`src/rtl/csr_uart_tx_if.sv`:
```
// csr_uart_tx_if: CSR operation type and the decoder-side CSR bus shared by CSR peripherals.
package csr_uart_tx_pkg;
    typedef enum logic [2:0] {
        CSR_NONE = 3'b000,
        CSR_RW   = 3'b001,
        CSR_RS   = 3'b010,
        CSR_RC   = 3'b011,
        CSR_RWI  = 3'b101,
        CSR_RSI  = 3'b110,
        CSR_RCI  = 3'b111
    } csr_t;
endpackage

interface csr_uart_tx_if;
    import csr_uart_tx_pkg::*;
    logic        en;
    logic [11:0] csr_addr;
    csr_t        op;
    logic [4:0]  rs1;
    logic [4:0]  rd;
    logic [31:0] in;
    logic [31:0] old;
    modport master (output en, csr_addr, op, rs1, rd, in, input old);
    modport slave  (input en, csr_addr, op, rs1, rd, in, output old);
endinterface

```
`src/rtl/csr_uart_tx.sv`:
```
// csr_uart_tx: CSR-mapped 8N1 UART transmitter with a small byte FIFO and a status read value.
module csr_uart_tx
    import csr_uart_tx_pkg::*;
#(
    parameter logic [11:0] CsrAddr   = 12'h052,
    parameter int          BaudDiv   = 174,
    parameter int          FifoDepth = 4
) (
    input  logic          clk,
    input  logic          reset,
    csr_uart_tx_if.slave  bus,
    output logic          tx
);
    localparam int AW = $clog2(FifoDepth);
    localparam int CW = AW + 1;
    localparam int BW = $clog2(BaudDiv);

    typedef enum logic [1:0] {IDLE, START, DATA, STOP} state_t;

    state_t          state_q, state_d;
    logic [7:0]      mem_q [FifoDepth];
    logic [7:0]      mem_d [FifoDepth];
    logic [AW-1:0]   wptr_q, wptr_d, rptr_q, rptr_d;
    logic [CW-1:0]   count_q, count_d;
    logic            ovf_q, ovf_d;
    logic [BW-1:0]   baud_q, baud_d;
    logic [2:0]      bit_q, bit_d;
    logic [7:0]      shift_q, shift_d;
    logic            tx_q, tx_d;
    logic            sel, push, pop, accept, clr, full, empty, tick;
    logic            bits_unused;

    assign sel    = bus.en && bus.csr_addr == CsrAddr;
    assign full   = count_q == CW'(FifoDepth);
    assign empty  = count_q == '0;
    assign tick   = baud_q == BW'(BaudDiv - 1);
    assign push   = sel && (bus.op == CSR_RW || bus.op == CSR_RWI);
    assign clr    = sel && (bus.op == CSR_RC || bus.op == CSR_RCI) && bus.rs1 != '0 && bus.in[3];
    // The FIFO is drained from IDLE, or at the end of a stop bit to chain frames without a gap.
    assign pop    = !empty && (state_q == IDLE || (state_q == STOP && tick));
    assign accept = push && (!full || pop);
    assign bus.old = {24'h0, 4'(count_q), ovf_q, state_q != IDLE, empty, full};
    assign tx = tx_q;
    assign bits_unused = ^{bus.rd, bus.in[31:8]};

    always_comb begin
        state_d = state_q;
        baud_d  = tick ? '0 : baud_q + 1'b1;
        bit_d   = bit_q;
        shift_d = shift_q;
        case (state_q)
            IDLE: begin
                baud_d = '0;
                if (pop) begin
                    state_d = START;
                    shift_d = mem_q[rptr_q];
                end
            end
            START: begin
                if (tick) begin
                    state_d = DATA;
                    bit_d   = '0;
                end
            end
            DATA: begin
                if (tick) begin
                    shift_d = shift_q >> 1;
                    bit_d   = bit_q + 1'b1;
                    state_d = bit_q == 3'd7 ? STOP : DATA;
                end
            end
            default: begin
                if (tick) begin
                    state_d = pop ? START : IDLE;
                    shift_d = pop ? mem_q[rptr_q] : shift_q;
                end
            end
        endcase
        tx_d = state_d == DATA ? shift_d[0] : state_d != START;
    end

    always_comb begin
        mem_d = mem_q;
        if (accept) mem_d[wptr_q] = bus.in[7:0];
        wptr_d  = accept ? wptr_q + 1'b1 : wptr_q;
        rptr_d  = pop ? rptr_q + 1'b1 : rptr_q;
        count_d = count_q + CW'(accept) - CW'(pop);
        ovf_d   = (push && full && !pop) || (ovf_q && !clr);
    end

    always_ff @(posedge clk or negedge reset) begin
        if (!reset) begin
            state_q <= IDLE;
            mem_q   <= '{default: '0};
            wptr_q  <= '0;
            rptr_q  <= '0;
            count_q <= '0;
            ovf_q   <= 1'b0;
            baud_q  <= '0;
            bit_q   <= '0;
            shift_q <= '0;
            tx_q    <= 1'b1;
        end else begin
            state_q <= state_d;
            mem_q   <= mem_d;
            wptr_q  <= wptr_d;
            rptr_q  <= rptr_d;
            count_q <= count_d;
            ovf_q   <= ovf_d;
            baud_q  <= baud_d;
            bit_q   <= bit_d;
            shift_q <= shift_d;
            tx_q    <= tx_d;
        end
    end
endmodule
```
`src/flat_wrapper.sv`:
```
// flat-port wrapper written by rule: the top's interface ports become plain ports
module csr_uart_tx_flat import csr_uart_tx_pkg::*;
#(
    parameter logic [11:0] CsrAddr   = 12'h052,
    parameter int          BaudDiv   = 174,
    parameter int          FifoDepth = 4
)
  (clk, reset, tx, bus_en, bus_csr_addr, bus_op, bus_rs1, bus_rd, bus_in, bus_old);
  csr_uart_tx_if bus_i ();
  input  logic clk;
  input  logic reset;
  output logic tx;
  input wire logic [$bits(bus_i.en)-1:0] bus_en;
  input wire logic [$bits(bus_i.csr_addr)-1:0] bus_csr_addr;
  input wire logic [$bits(bus_i.op)-1:0] bus_op;
  input wire logic [$bits(bus_i.rs1)-1:0] bus_rs1;
  input wire logic [$bits(bus_i.rd)-1:0] bus_rd;
  input wire logic [$bits(bus_i.in)-1:0] bus_in;
  output wire logic [$bits(bus_i.old)-1:0] bus_old;
  assign bus_i.en = bus_en;
  assign bus_i.csr_addr = bus_csr_addr;
  assign bus_i.op = bus_op;
  assign bus_i.rs1 = bus_rs1;
  assign bus_i.rd = bus_rd;
  assign bus_i.in = bus_in;
  assign bus_old = bus_i.old;
  csr_uart_tx #(.CsrAddr(CsrAddr), .BaudDiv(BaudDiv), .FifoDepth(FifoDepth)) u_core (.clk(clk), .reset(reset), .bus(bus_i), .tx(tx));
endmodule
```
`config.mk`:
```
export PLATFORM = sky130hd
export DESIGN_NAME = csr_uart_tx_flat
export DESIGN_NICKNAME = d
export VERILOG_FILES = /design/src/rtl/csr_uart_tx_if.sv /design/src/rtl/csr_uart_tx.sv /design/src/flat_wrapper.sv
export SDC_FILE = /design/constraint.sdc
export NUM_CORES = 1
export LEC_CHECK = 0
export CORE_ASPECT_RATIO = 0.75
export CORE_MARGIN = 2
export CORE_UTILIZATION = 63
export CTS_CLUSTER_DIAMETER = 30
export DETAILED_ROUTE_END_ITERATION = 16
export DONT_BUFFER_PORTS = 1
export PLACE_DENSITY = 0.78
export SYNTH_ARGS = -nofsm -noshare
export SYNTH_HDL_FRONTEND = slang
export SYNTH_SLANG_ARGS = --single-unit
```
`constraint.sdc`:
```
create_clock -name clk -period 2.95 [get_ports clk]
set_input_delay 0.59 -clock clk [delete_from_list [all_inputs] [get_ports clk]]
set_output_delay 0.59 -clock clk [all_outputs]
set_load 0.005 [all_outputs]
```
==> impl_metrics.ini <==
[sta]
min_period_over_period_pct = 90.53
drv_slew = 0
worst_pin_slew_ns = 0.6809
rsz0062_at_grt = false
setup_tns_ns = 0
skew_ns = 0.006913
min_period_ns = 2.671
fmax_mhz = 374.4
setup_ws_ns = 0.2793
final_hold_viol_count = 0
slew-limit-headroom_pct = 54.40
final-setup-viol-count = 0
holdWs_ns = 0.08809

[die]
num_rows = 22
die_x_um = 87.17
die_height_um = 66.38
ios = 93
die-area_um2 = 5786
start_util_pct = 65.96
core_um2 = 4955

[worst_setup_path]
critPathLaunchType = flop
cp_common_cell = ha_1
slowest_stage = o41ai_2
cpLargestDelayFamily = adder cells
r2r-start = u_core.baud_q[1]
cp.required_ns = 3.18
crit_arrival_ns = 2.90
cp-end-kind = flop
cp_cell_sequence = inv_1 > ha_1 > nand4_1 > o41ai_2 > nor2b_1 > ha_1 > inv_1 > ha_1 > fa_1 > xnor2_1
cpPeakStageDelay_ns = 0.62
r2r-end = u_core.count_q[2]
path_max_fanout = 4
path_class = reg2reg
reg2reg_depth = 10
reg2reg_slack_ns = 0.28
path_buf_inv = 2

[grt]
grt_usage_pct = 21.01
grt_max_degree = 62
grt_pass1_wl_um = 8901
grt_overflow = 0
antenna_found_initial = 0
grt_pass1_vias = 1860

[cts]
cts.sinks = 62
cts_root_buf = clkbuf_8
cts_tree = built
ctsHoldBuffers = 1
cts-resized-gates = 0
post-cts-setup-buffers = 0
htreeDepth = 3
cts_buffer_depth = 2
clk_pin_slew_ns = 0.07
cts_buffers = 9
clk_latency_ns = 0.34

[detailed_routing]
drc_errors = 0
drt_wl_total_um = 5241
postRouteAntennaNets = 0
vias = 1899
wl_per_cell_um = 15.32
drt-pass1-iter-count = 4
drtIter0Drc = 104
avgViaCountPerCell = 5.553

[placed_design]
dpl_worst_slack_ns = 0.2942
hpwl_um = 3640
placed_cells = 325
place_area_um2 = 3226
portBuffers = 0
place_congestion = 0.7544

[synth]
avgSynthCellArea_um2 = 12.02
seq_area_frac_synth_pct = 47.51
synth_area_um2 = 3268
synth_cell_types = 44
ys_seq_elements = 62
synth_cells = 272
synth_warnings = 0

[power]
p_int_mw = 1.337
p_sw_share_pct = 21.64
power_frac_comb_pct = 2.0
powerDensity_nw_per_um2 = 491.0
p_total_mw = 1.707
p_seq_share_pct = 50.1
peakVddDrop_uv = 600.3
netSwitchingPower_mw = 0.3692
p_leak_nw = 1.776
pwr-share-clk_pct = 47.9

[min_path]
min_path_type = in2async

[final_layout]
n_antenna_cell = 0
nets = 348
final_util_pct = 70.15
finalInstanceArea_um2 = 3476
drive_above_1_share_pct = 23.40
area_delta_synth_final_pct = 6.355
stdcell_count = 342
final_common_cell = dfrtp_1
final_cell_mix = dfrtp_1, nand2_1, mux2_2

[flow_run]
drv_cap = 0

[status]
status = complete, no violations
-- registers in the layout, indices dropped and copies added, names as in the netlist --
name and cells:
u_core.shift_q 8, u_core.count_q 3, u_core.ovf_q 1, u_core.mem_q 32, u_core.wptr_q 2, u_core.tx 1, u_core.baud_q 8, u_core.bit_q 3
u_core.rptr_q 2, u_core.state_q 2
-- layer usage --
layer  global-route usage (%)  routed length, µm
met4                    8.269                 62
met2                    29.96               2377
met1                    28.44               2521
met5                        0                  0
met3                    8.989                280
-- power by group through the flow --
stage               Sequential [mW]  Combinational [mW]  Clock (mW)
finish                        0.854              0.0349       0.818
detailed placement            0.870              0.0154           0
global route                  0.854              0.0424       0.879
CTS                           0.854              0.0359       0.837
floorplan                     0.870              0.0385           0
global placement              0.870              0.0148           0
-- cells by family (layout without fill, tap and decap cells) --
| group | count (synthesis) | count (layout) | synth area share [%] |
|---|---|---|---|
| adder cells (fa/ha/maj) | 11 | 11 | 4.441 |
| flip-flops | 62 | 62 | 47.51 |
| AND/OR/NAND/NOR | 65 | 65 | 12.10 |
| buffers and inverters | 51 | 37 | 9.112 |
| XOR/XNOR | 11 | 11 | 2.948 |
| multiplexers | 41 | 41 | 16.88 |
| AO/OA/AOI/OAI | 30 | 30 | 6.891 |
| other | 1 | 25 | 0.1147 |
-- synth_stat cells (all sizes together) --
master	n	area, µm²
o211ai	1	21.27
a22oi	6	45.04
fa	1	20.02
and2	2	12.51
or2	1	6.260
nor4	1	21.27
nor2	15	121.4
nand3	1	5.000
o41ai	1	16.27
a221o	1	10.01
o21bai	1	7.510
nor3	3	20.02
or3	2	12.51
buf	31	222.7
a21oi	5	25.02
nand2b	4	25.02
nand4	3	18.77
nand4b	1	8.760
or4	3	26.27
a222oi	1	10.01
dfstp	1	26.28
xor2	5	43.79
dfrtp	61	1526
a21o	1	7.510
nand2	27	101.4
xnor2	6	52.55
conb	1	3.750
a22o	4	35.03
or4b	1	10.01
a31oi	1	6.260
o22ai	1	6.260
o21ai	7	35.03
nor2b	1	6.260
inv	16	60.06
clkbuf	4	15.01
mux2	33	371.6
mux4	8	180.2
ha	10	125.1
-- worst register-to-register path: stages, from the launching register on --
cell and delay, ns:
dfrtp_1 0.41, inv_1 0.07, ha_1 0.14, nand4_1 0.17, o41ai_2 0.62, nor2b_1 0.26
ha_1 0.14, inv_1 0.04, ha_1 0.19, fa_1 0.38, xnor2_1 0.14
-- cell type report --
type                    count  area, µm²
well taps                  60      75.07
flip-flops and latches     62       1553
clock inverters             7      98.84
fillers                   359       1479
multi-input cells         183       1508
inverters                  16      60.06
repair buffers              5      57.56
clock buffers               9      123.9
-- worst max path at each step --
stage                     cells past startpoint  slack, ns              from           endpoint
final                                        10       0.28  u_core.baud_q[1]  u_core.count_q[2]
after global routing                         10       0.07  u_core.baud_q[1]  u_core.count_q[2]
after CTS                                     9       0.26  u_core.baud_q[1]  u_core.count_q[1]
after detailed placement                      6       0.29   bus_csr_addr[3]  u_core.count_q[1]
after global placement                        6       0.35   bus_csr_addr[3]  u_core.count_q[1]
after floorplan                              10       0.39  u_core.baud_q[1]  u_core.count_q[1]
No activity file was read; power rests on OpenSTA's default activity.
